===== src/rtl/vending_machine_multi.sv =====
// Multi-item vending machine: three coin denominations, greedy change from
// saturating per-denomination inventories, refund on change failure, p/q/r property flags.
module vending_machine_multi #(
  parameter int unsigned NUM_ITEMS = 3,
  parameter int unsigned ITEM_W    = 2,
  parameter int unsigned VAL_W     = 6,
  parameter int unsigned CNT_W     = 3,
  parameter int unsigned IN_W      = 2,
  parameter int unsigned V0        = 10,
  parameter int unsigned V1        = 5,
  parameter logic [8*NUM_ITEMS-1:0] COSTS = {8'd23, 8'd15, 8'd7},
  parameter int unsigned INIT_CNT  = 2
) (
  input  logic              clk,
  input  logic              reset,
  input  logic [IN_W-1:0]   coinIn0,
  input  logic [IN_W-1:0]   coinIn1,
  input  logic [IN_W-1:0]   coinIn2,
  input  logic [ITEM_W-1:0] itemTypeIn,
  output logic [CNT_W-1:0]  coinOut0,
  output logic [CNT_W-1:0]  coinOut1,
  output logic [CNT_W-1:0]  coinOut2,
  output logic [ITEM_W-1:0] itemTypeOut,
  output logic [1:0]        serviceTypeOut,
  output logic              refundOut,
  output logic              errorOut,
  output logic              p,
  output logic              q,
  output logic              r
);

  localparam int unsigned SUM_W = VAL_W + 2;
  localparam logic [CNT_W-1:0] CNT_INIT = CNT_W'(INIT_CNT);

  typedef enum logic [1:0] {
    ST_OFF  = 2'b00,
    ST_ON   = 2'b01,
    ST_BUSY = 2'b10
  } state_t;

  state_t              r_state;
  logic [CNT_W-1:0]    r_cnt0, r_cnt1, r_cnt2;
  logic [CNT_W-1:0]    r_out0, r_out1, r_out2;
  logic [ITEM_W-1:0]   r_item_out;
  logic [VAL_W-1:0]    r_in_val;
  logic [VAL_W-1:0]    r_svc_val;
  logic [1:0]          r_coin_type;
  logic                r_xchg_rdy;
  logic                r_refund;
  logic                r_error;
  logic                r_init;

  logic                w_req_ok;
  logic [VAL_W-1:0]    w_in_val;
  logic [VAL_W-1:0]    w_cost_req;
  logic [VAL_W-1:0]    w_cost_out;
  logic [VAL_W-1:0]    w_vk;
  logic [CNT_W-1:0]    w_cntk;
  logic                w_can_pay;
  logic [SUM_W-1:0]    w_out_sum;

  // Item cost lookup; codes outside 1..NUM_ITEMS cost nothing.
  function automatic logic [VAL_W-1:0] f_cost(input logic [ITEM_W-1:0] item);
    logic [VAL_W-1:0] c;
    c = '0;
    for (int unsigned k = 1; k <= NUM_ITEMS; k++) begin
      if (32'(item) == k) c = VAL_W'(COSTS[8*k-8 +: 8]);
    end
    return c;
  endfunction

  function automatic logic [CNT_W-1:0] f_sat_add(input logic [CNT_W-1:0] a,
                                                 input logic [CNT_W-1:0] b);
    logic [CNT_W:0] s;
    s = {1'b0, a} + {1'b0, b};
    return s[CNT_W] ? '1 : s[CNT_W-1:0];
  endfunction

  assign w_req_ok   = (itemTypeIn != '0) && (32'(itemTypeIn) <= NUM_ITEMS);
  assign w_in_val   = VAL_W'(SUM_W'(V0) * SUM_W'(coinIn0) + SUM_W'(V1) * SUM_W'(coinIn1)
                           + SUM_W'(coinIn2));
  assign w_cost_req = f_cost(itemTypeIn);
  assign w_cost_out = f_cost(r_item_out);
  assign w_out_sum  = SUM_W'(V0) * SUM_W'(r_out0) + SUM_W'(V1) * SUM_W'(r_out1)
                    + SUM_W'(r_out2);

  // Value and stock of the denomination currently being paid out.
  always_comb begin
    w_vk   = '0;
    w_cntk = '0;
    case (r_coin_type)
      2'd0:    begin w_vk = VAL_W'(V0); w_cntk = r_cnt0; end
      2'd1:    begin w_vk = VAL_W'(V1); w_cntk = r_cnt1; end
      default: begin w_vk = VAL_W'(1);  w_cntk = r_cnt2; end
    endcase
  end

  assign w_can_pay = (r_svc_val >= w_vk) && (w_cntk != '0);

  always_ff @(posedge clk or negedge reset) begin
    if (!reset) begin
      r_state     <= ST_ON;
      r_cnt0      <= CNT_INIT;
      r_cnt1      <= CNT_INIT;
      r_cnt2      <= CNT_INIT;
      r_out0      <= '0;
      r_out1      <= '0;
      r_out2      <= '0;
      r_item_out  <= '0;
      r_in_val    <= '0;
      r_svc_val   <= '0;
      r_coin_type <= '0;
      r_xchg_rdy  <= 1'b0;
      r_refund    <= 1'b0;
      r_error     <= 1'b0;
      r_init      <= 1'b1;
    end else begin
      case (r_state)
        ST_ON: begin
          if (w_req_ok) begin
            r_state     <= ST_BUSY;
            r_item_out  <= itemTypeIn;
            r_in_val    <= w_in_val;
            r_cnt0      <= f_sat_add(r_cnt0, CNT_W'(coinIn0));
            r_cnt1      <= f_sat_add(r_cnt1, CNT_W'(coinIn1));
            r_cnt2      <= f_sat_add(r_cnt2, CNT_W'(coinIn2));
            r_svc_val   <= w_cost_req;
            r_out0      <= '0;
            r_out1      <= '0;
            r_out2      <= '0;
            r_coin_type <= '0;
            r_xchg_rdy  <= 1'b0;
            r_refund    <= 1'b0;
          end
        end

        ST_BUSY: begin
          if (!r_xchg_rdy) begin
            // Underpayment turns the whole payment into change.
            if (r_in_val < r_svc_val) begin
              r_svc_val  <= r_in_val;
              r_item_out <= '0;
            end else begin
              r_svc_val  <= VAL_W'(SUM_W'(r_in_val) - SUM_W'(r_svc_val));
            end
            r_xchg_rdy <= 1'b1;
          end else if (w_can_pay) begin
            case (r_coin_type)
              2'd0:    begin r_out0 <= r_out0 + 1'b1; r_cnt0 <= r_cnt0 - 1'b1; end
              2'd1:    begin r_out1 <= r_out1 + 1'b1; r_cnt1 <= r_cnt1 - 1'b1; end
              default: begin r_out2 <= r_out2 + 1'b1; r_cnt2 <= r_cnt2 - 1'b1; end
            endcase
            r_svc_val <= r_svc_val - w_vk;
          end else if (r_coin_type < 2'd2) begin
            r_coin_type <= r_coin_type + 2'd1;
          end else if (r_svc_val == '0) begin
            r_state <= ST_OFF;
          end else if (!r_refund) begin
            // Change failed: put paid coins back and refund the full input.
            r_cnt0      <= f_sat_add(r_cnt0, r_out0);
            r_cnt1      <= f_sat_add(r_cnt1, r_out1);
            r_cnt2      <= f_sat_add(r_cnt2, r_out2);
            r_out0      <= '0;
            r_out1      <= '0;
            r_out2      <= '0;
            r_svc_val   <= r_in_val;
            r_item_out  <= '0;
            r_coin_type <= '0;
            r_refund    <= 1'b1;
          end else begin
            r_error <= 1'b1;
            r_state <= ST_OFF;
          end
        end

        ST_OFF: begin
          r_out0     <= '0;
          r_out1     <= '0;
          r_out2     <= '0;
          r_item_out <= '0;
          r_svc_val  <= '0;
          r_state    <= ST_ON;
        end

        default: r_state <= ST_ON;
      endcase
    end
  end

  assign coinOut0       = r_out0;
  assign coinOut1       = r_out1;
  assign coinOut2       = r_out2;
  assign itemTypeOut    = r_item_out;
  assign serviceTypeOut = r_state;
  assign refundOut      = r_refund;
  assign errorOut       = r_error;

  // Conservation-of-value properties; all must stay low.
  assign p = r_init && (r_state == ST_OFF) && !r_error
          && (VAL_W'(w_out_sum + SUM_W'(w_cost_out)) != r_in_val);
  assign q = r_init && (r_state == ST_BUSY) && r_xchg_rdy && !r_refund && (r_item_out != '0)
          && (VAL_W'(w_out_sum + SUM_W'(r_svc_val))
              != VAL_W'(SUM_W'(r_in_val) - SUM_W'(w_cost_out)));
  assign r = r_init && (r_state == ST_ON)
          && ((r_out0 != '0) || (r_out1 != '0) || (r_out2 != '0) || (r_svc_val != '0));

endmodule

===== config.mk =====
export PLATFORM = sky130hd
export DESIGN_NAME = vending_machine_multi
export DESIGN_NICKNAME = d
export VERILOG_FILES = /design/src/rtl/vending_machine_multi.sv
export SDC_FILE = /design/constraint.sdc
export NUM_CORES = 1
export LEC_CHECK = 0
export BUFFER_PORTS_ARGS = -buffer_cell sky130_fd_sc_hd__buf_2
export CAP_MARGIN = 0
export CORE_ASPECT_RATIO = 1.25
export CORE_MARGIN = 2
export CORE_UTILIZATION = 50
export CTS_CLUSTER_SIZE = 40
export DETAILED_ROUTE_END_ITERATION = 7
export GPL_TIMING_DRIVEN = 0
export PLACE_DENSITY = 0.68
export SLEW_MARGIN = 10
export SYNTH_ARGS = -nofsm -noshare
export SYNTH_HDL_FRONTEND = slang
export SYNTH_SLANG_ARGS = --single-unit

===== constraint.sdc =====
create_clock -name clk -period 3.7 [get_ports clk]
set_clock_uncertainty 0.2 [all_clocks]
set_input_delay 0.74 -clock clk [delete_from_list [all_inputs] [get_ports clk]]
set_output_delay 0.74 -clock clk [all_outputs]
set_load 0.05 [all_outputs]

==> flow_metrics.tcl, run 1 <==
set metrics [dict create \
    cp-end-kind "flop" \
    synth_mux_area_share_pct 7.86 \
    first_pass_iters 5 \
    synthDominantCellAreaShare_pct 23.8 \
    syn_avg_cell_area_um2 9.15 \
    drc 0 \
    yosysTopAreaCell "dfrtp_1" \
    synth-compound-area-share_pct 21.8 \
    routed_wl_um 9080 \
    timing.rr.end "r_cnt2[0]" \
    vias 3161 \
    final_area_um2 4070 \
    wl_per_cell_um 17.2 \
    start_kind "flop" \
    clk_path_buf_depth 2 \
    synth_cells 402 \
    tightest_slew_ns 0.898 \
    die_area_um2 8060 \
    place.gp.congestion 0.918 \
    portBuffers 24 \
    diodes 0 \
    die_w_um 80.7 \
    r2r_slack_ns 0.17 \
    crit_type "reg2reg" \
    synthSimpleGateAreaFrac_pct 12.8 \
    fin_nets 503 \
    worstReg2RegStart "r_coin_type[1]" \
    synth_area_um2 3680 \
    hold_path.class "reg2reg" \
    slew_viol_final 0 \
    cts_tree "built" \
    htreeDepth 2 \
    rows 34 \
    rr_worst_depth 13 \
    cp.required_ns 3.67 \
    synth_area_leaders "dfrtp_1 24%, ha_1 16%, fa_1 4.9%" \
    grtUsageTotal_pct 24.4 \
    synth_top_family_by_area "compound AO/OA/AOI/OAI gates" \
    finalHoldViolations 0 \
    drt-initial-drc-count 209 \
    die_height_um 99.9 \
    final_core_util_pct 57.6 \
    syn_to_final_growth_pct 10.6 \
    drv_cap 0 \
    synth_top_cells_by_count "46 x ha_1, 35 x dfrtp_1, 35 x inv_1" \
    status "finished clean" \
    pin_count 28 \
    cts_made_buffers 5 \
    synth_fa_ha_area_share_pct 20.5 \
    start_util_pct 52.1 \
    ant_nets 0 \
    finalCriticalPeriod_ns 3.53 \
    antenna_found_initial 0 \
    yosys_warnings 1 \
    synth.distinct_cells 60 \
    startpoint "r_coin_type[1]" \
    fmax_ghz 0.283 \
    grt_overflow 0 \
    cts_root_buf "clkbuf_8" \
    dp_hpwl_um 6960 \
    ys.flop_type "dfrtp_1" \
    path_clk_slew_ns 0.08 \
    place_area_um2 3920 \
    viasPerCell 5.99 \
    cts_hold_buf 0 \
    critical_path_peak_fanout 10 \
    relSlewSlack_pct 40.1 \
    cts.sinks 39 \
    seq_area_frac_synth_pct 26.7 \
    grt_pass1_vias 3164 \
    synth_most_common_cell "ha_1" \
    clk_latency_ns 0.29 \
    synth-xor-area-share_pct 3.81 \
    grt_pass1_wl_um 15500 \
    endpoint "r_cnt2[0]" \
    synthArstFlopShare_pct 100 \
    post-route-period-util_pct 95.4 \
    arrival_ns 3.50 \
    grt_max_degree 40 \
    ys_ff_latch 39 \
    synth-edff-count 0 \
    coreArea_um2 7060 \
    setup_violations 0 \
    nFillCells 654 \
    layout-drive-gt1-share_pct 17.6 \
]
[worst max-delay path, cell delays in order, from the launching register on]
cell and delay (ns):
dfrtp_1 0.42, buf_4 0.21, nor2_2 0.08, inv_2 0.11
ha_1 0.16, inv_1 0.06, fa_1 0.39, a21o_1 0.20
a2111o_1 0.45, o21a_1 0.21, nand2_1 0.18, buf_4 0.20
o2111ai_2 0.19, mux2_2 0.34
[cells in the final DEF, fill, tap and decap left out, types with 5 or more instances in the layout]
cell / n
ha_1: 46
dfrtp_1: 35
inv_1: 34
nor2_1: 31
nand2_1: 28
buf_2: 26
a21oi_1: 26
o21ai_0: 18
mux2_2: 15
mux2i_1: 12
xor2_1: 11
buf_4: 10
fa_1: 9
a21o_1: 8
o211ai_1: 8
nor2b_1: 7
clkbuf_1: 6
o21a_1: 5
xnor2_1: 5
nor3_1: 5
clkbuf_8: 5
[worst min-delay path by stage]
stage                   from          end  cells after the start
floorplan              reset  coinOut0[0]                      0
global placement    errorOut     errorOut                      1
detailed placement  errorOut     errorOut                      1
CTS                 errorOut     errorOut                      1
global route        errorOut     errorOut                      1
finish              errorOut     errorOut                      1
[routing by layer]
metal  routed length (um)  vias up  global-route usage (%)
li1                     -     1527                       -
met1                 3850     1505                    31.4
met2                 4460      102                    40.8
met3                  392       27                    3.06
met4                  380        0                    11.2
met5                    0        -                       0
[cell type report]
type / count / area (um^2) / area share [%]
tap: 90 / 113 / 2.77
inverter: 36 / 135 / 3.32
buffer: 16 / 104 / 2.55
sequential: 39 / 981 / 24.1
multi-input combinational: 314 / 2510 / 61.7
clock buffer: 7 / 76.3 / 1.88
timing repair buffer: 26 / 148 / 3.63
[state kept, by name, summed over array words and instances (netlist names)]
signal / flops
r_cnt0: 3
r_cnt1: 3
itemTypeOut: 2
r_in_val: 6
coinOut2: 3
r_svc_val: 6
r_xchg_rdy: 1
coinOut0: 3
r_cnt2: 3
errorOut: 1
r_coin_type: 2
refundOut: 1
coinOut1: 3
serviceTypeOut: 2
[per-stage QoR]
step	setup WS, ns	instances	hold WS (ns)	TNS (ns)
finish	0.172	528	0.286	0
global route	-0.000419	528	0.314	-0.000419
CTS	0.0758	525	0.285	0
detailed placement	0.0460	518	0.267	0
global placement	0.0413	518	0.235	0
floorplan	0.493	404	0.244	0
[repair_timing]
action                                 CTS  global route
cloned                                   0             1
pin swaps                                0             1
endpoints found under the hold margin    0             0
gates resized for setup                  1             8
setup endpoints to repair                1            22
setup buffers                            0             2
[cell families after synthesis]
kind of cell	after synthesis
compound gates	114
buf+inv	52
other cells	1
flops	39
mux	27
fa+ha+maj	55
simple gates	98
xor+xnor	16
Power of run 1 is left out: the tool's default activity adds up to more than one toggle a clock period on the data nets, which glitch-free logic cannot reach.
==> run 2, diff against run 1 <==
--- a/config.mk
+++ b/config.mk
@@ -5,7 +5,7 @@
 export SDC_FILE = /design/constraint.sdc
 export NUM_CORES = 1
 export LEC_CHECK = 0
-export BUFFER_PORTS_ARGS = -buffer_cell sky130_fd_sc_hd__buf_2
+export BUFFER_PORTS_ARGS = -buffer_cell sky130_fd_sc_hd__buf_4
 export CAP_MARGIN = 0
 export CORE_ASPECT_RATIO = 1.25
 export CORE_MARGIN = 2
==> run 2 against run 1 <==
Against the previous run:
- register-to-register slack lost 0.03 ns
- critical path type unchanged
- core utilization grew 0.71 points
- wire length grew 0.85%
- non-clock buffer count grew 2
==> flow_metrics.tcl, run 2 (synthesis results as in run 1) <==
set metrics [dict create \
    start_kind "flop" \
    drt-initial-drc-count 256 \
    grtUsageTotal_pct 24.7 \
    rr_worst_depth 11 \
    portBuffers 24 \
    cts_root_buf "clkbuf_8" \
    hold_path.class "in2async" \
    crit_type "reg2reg" \
    tightest_slew_ns 0.734 \
    die_area_um2 8060 \
    cts.sinks 39 \
    rows 34 \
    cts_tree "built" \
    fmax_ghz 0.281 \
    tns_ns 0 \
    antenna_found_initial 0 \
    fin_nets 504 \
    post-route-period-util_pct 96.3 \
    drc 0 \
    path_clk_slew_ns 0.08 \
    cts_made_buffers 5 \
    cp.required_ns 3.67 \
    diodes 0 \
    grt_pass1_vias 3218 \
    vias 3159 \
    ant_nets 0 \
    grt_pass1_wl_um 15600 \
    die_height_um 99.9 \
    viasPerCell 5.97 \
    status "finished clean" \
    r2r_slack_ns 0.14 \
    grt_max_degree 40 \
    pin_count 28 \
    final_common_cell "ha_1" \
    htreeDepth 2 \
    start_util_pct 52.1 \
    arrival_ns 3.53 \
    clk_path_buf_depth 2 \
    cp-end-kind "flop" \
    place.gp.congestion 0.891 \
    grt_overflow 0 \
    wl_per_cell_um 17.3 \
    nFillCells 650 \
    first_pass_iters 4 \
    setup_violations 0 \
    critical_path_peak_fanout 10 \
    coreArea_um2 7060 \
    routed_wl_um 9160 \
    die_w_um 80.7 \
    finalCriticalPeriod_ns 3.56 \
    final_cell_mix "46 x ha_1, 37 x buf_4, 35 x dfrtp_1" \
    layout-drive-gt1-share_pct 17.8 \
    clk_latency_ns 0.29 \
    relSlewSlack_pct 50.7 \
    finalHoldViolations 0 \
    cts_hold_buf 0 \
    dp_hpwl_um 7070 \
    syn_to_final_growth_pct 11.9 \
    slew_viol_final 0 \
    drv_cap 0 \
    top_regs "r_in_val x6, r_svc_val x6" \
]
run 2: cell count changes in the layout (fill, tap and decap cells not counted), sizes merged:
cell	change
a311oi	-1
buf	+2
clkbuf	-1
clkinv	+1
run 2: layout make-up:
cell class | instances | area (um^2) | share of cell area, %
inverter | 36 | 135 | 3.28
clock buffer | 6 | 82.6 | 2.01
sequential | 39 | 981 | 23.8
multi-input combinational | 313 | 2490 | 60.4
timing repair buffer | 28 | 210 | 5.10
tap | 90 | 113 | 2.73
buffer | 16 | 104 | 2.52
clock inverter | 1 | 5.00 | 0.122
run 2: path summary, 6_finish.rpt:
path                                   to           start
worst min register to register   errorOut        errorOut
worst max register to register  r_cnt2[0]  r_coin_type[1]
max in group asynchronous       r_cnt1[1]           reset
worst min-delay path            refundOut           reset
min in group clk                 errorOut        errorOut
worst max-delay path            r_cnt2[0]  r_coin_type[1]
run 2: critical path: stages, from the launching register on:
cell and delay (ns):
dfrtp_1 0.40, buf_4 0.19, nor2_1 0.30, inv_2 0.12, fa_1 0.45, a21o_1 0.19, a2111o_1 0.44, o21a_1 0.21
nand2_1 0.18, buf_4 0.20, o2111ai_2 0.21, mux2_2 0.35
run 2: stage by stage:
stage          instance area [um^2]  setup slack [ns]  cells  utilization [%]  hold WS [ns]
2_1_floorplan                  3690             0.493    404                -         0.244
3_3_place_gp                   3980            0.0327    518             56.3         0.241
3_5_place_dp                   3980           0.00255    518             56.3         0.278
4_1_cts                        4070            0.0431    525             57.6         0.241
5_1_grt                        4120           -0.0107    529             58.3         0.265
6_report                       4120             0.137    529             58.3         0.228
run 2: what timing repair did:
| action | in CTS | in global routing |
|---|---|---|
| pin swaps | 0 | 0 |
| gates resized for setup | 1 | 6 |
| setup endpoints to repair | 2 | 22 |
| setup buffers | 0 | 4 |
run 2: layer usage:
metal / GRT usage, % / wire length (um)
met1: 30.9 / 3830
met2: 42.3 / 4690
met3: 2.88 / 337
met4: 11.7 / 302
met5: 0 / 0
Power of run 2 is left out for the same reason.
==> run 3, diff against run 2 <==
--- a/config.mk
+++ b/config.mk
@@ -13,6 +13,7 @@
 export CTS_CLUSTER_SIZE = 40
 export DETAILED_ROUTE_END_ITERATION = 7
 export GPL_TIMING_DRIVEN = 0
+export HOLD_SLACK_MARGIN = 0.06
 export PLACE_DENSITY = 0.68
 export SLEW_MARGIN = 10
 export SYNTH_ARGS = -nofsm -noshare
==> constraint.sdc (replaced) <==
create_clock -name clk -period 3.7 [get_ports clk]
set_clock_uncertainty 0.2 [all_clocks]
set_input_delay 0.185 -clock clk [delete_from_list [all_inputs] [get_ports clk]]
set_output_delay 0.185 -clock clk [all_outputs]
set_load 0.05 [all_outputs]
==> run 3 against run 2 <==
Against the previous run:
- setup slack improved by 0.0098 ns
- sequential share of layout area decreased by 0.17 points
- hold slack got worse by 0.093 ns
- clock-buffer cell count unchanged
- flip-flop and latch count unchanged
- global-route usage increased by 0.11 points
- wire length increased by 0.28%
==> flow_metrics.tcl, run 3 (synthesis results as in run 1) <==
set metrics [dict create \
    status "finished clean" \
    coreArea_um2 7060 \
    finalHoldViolations 0 \
    final_area_um2 4150 \
    die_w_um 80.7 \
    drt-initial-drc-count 232 \
    vias 3162 \
    worst_path_max_delay_cell "fa_1" \
    grt_overflow 0 \
    layout-drive-gt1-share_pct 17.6 \
    setup_violations 0 \
    fin_nets 507 \
    rows 34 \
    cp.required_ns 3.67 \
    htreeDepth 2 \
    die_height_um 99.9 \
    routed_wl_um 9190 \
    first_pass_iters 5 \
    finalCriticalPeriod_ns 3.55 \
    grt_pass1_vias 3241 \
    setup_slack_ns 0.146 \
    post-route-period-util_pct 96.0 \
    portBuffers 24 \
    drv_cap 0 \
    syn_to_final_growth_pct 12.8 \
    die_area_um2 8060 \
    cts_made_buffers 5 \
    start_util_pct 52.1 \
    path_clk_slew_ns 0.07 \
    relSlewSlack_pct 50.5 \
    cts_root_buf "clkbuf_8" \
    tightest_slew_ns 0.737 \
    cts_tree "built" \
    grt_pass1_wl_um 15700 \
    dp_hpwl_um 7070 \
    top_regs "r_in_val x6, r_svc_val x6" \
    tns_ns 0 \
    place.gp.congestion 0.891 \
    viasPerCell 5.94 \
    min-delay-start "coinIn0[0]" \
    final_cell_mix "46 x ha_1, 37 x buf_4, 35 x dfrtp_1" \
    final_common_cell "ha_1" \
    crit_chain "buf_4 > nor2_1 > inv_2 > fa_1 > a21o_1 > a2111o_1 > o21a_1 > nand2_1 > buf_4 > o2111ai_2 > mux2_2" \
    grtUsageTotal_pct 24.9 \
    start_kind "flop" \
    fmax_ghz 0.281 \
    pin_count 28 \
    grt_max_degree 40 \
    hold_path.class "in2reg" \
    place_area_um2 3980 \
    wl_per_cell_um 17.3 \
    diodes 0 \
    cts.sinks 39 \
    crit_type "reg2reg" \
    startpoint "r_coin_type[1]" \
    critical_path_peak_fanout 10 \
    slew_viol_final 0 \
    clk_latency_ns 0.29 \
    cp-end-kind "flop" \
    final_core_util_pct 58.7 \
    max_stage_delay_ns 0.45 \
    path_common_cell "buf_4" \
    place_ws_ns 0.00255 \
    clk_path_buf_depth 2 \
    antenna_found_initial 0 \
    arrival_ns 3.52 \
    worstReg2RegStart "r_coin_type[1]" \
    drc 0 \
    ant_nets 0 \
]
-- run 3: cell types whose count changed in the layout (fill, tap and decap cells not counted), sizes merged --
| cell | previous run | this run |
|---|---|---|
| dlygate4sd3 | 0 | 3 |
-- run 3: worst paths after layout --
check                           slack, ns  cells past startpoint     endpoint
max in group asynchronous            2.72                      2    r_cnt1[1]
worst min-delay path                 0.14                      4  r_in_val[0]
worst min register to register       0.30                      1     errorOut
worst max register to register       0.15                     11    r_cnt2[0]
min in group asynchronous            0.21                      2    refundOut
worst max-delay path                 0.15                     11    r_cnt2[0]
-- run 3: critical path, delay by kind of cell, from the launching register on --
kind            cells  cell delay [ns]
simple gates        2             0.48
compound gates      4             1.05
mux                 1             0.35
fa+ha+maj           1             0.45
buf+inv             3             0.51
flops               1             0.40
-- run 3: stage by stage --
stage,std cells,hold slack [ns]
after floorplan,404,-0.311
after global placement,518,-0.00538
after detailed placement,518,-0.00216
after CTS,528,0.145
after global routing,532,0.167
final,532,0.135
-- run 3: timing repair --
action	in CTS	in global routing
setup endpoints to repair	2	22
gates resized for setup	1	6
hold buffers	3	0
endpoints found under the hold margin	42	0
buffers inserted	0	4
-- run 3: area by class of cell --
type,count,area (um^2)
multi-input combinational,313,2490
clock buffer,6,82.6
inverter,36,135
timing repair buffer,31,240
buffer,16,104
clock inverter,1,5.00
sequential,39,981
fill,647,2910
tap,90,113
-- run 3: routing by layer --
layer	routed length [um]	track usage, %
met4	337	11.7
met1	3860	31.0
met3	344	2.88
met5	0	0
met2	4640	42.6
Power of run 3 is left out for the same reason.
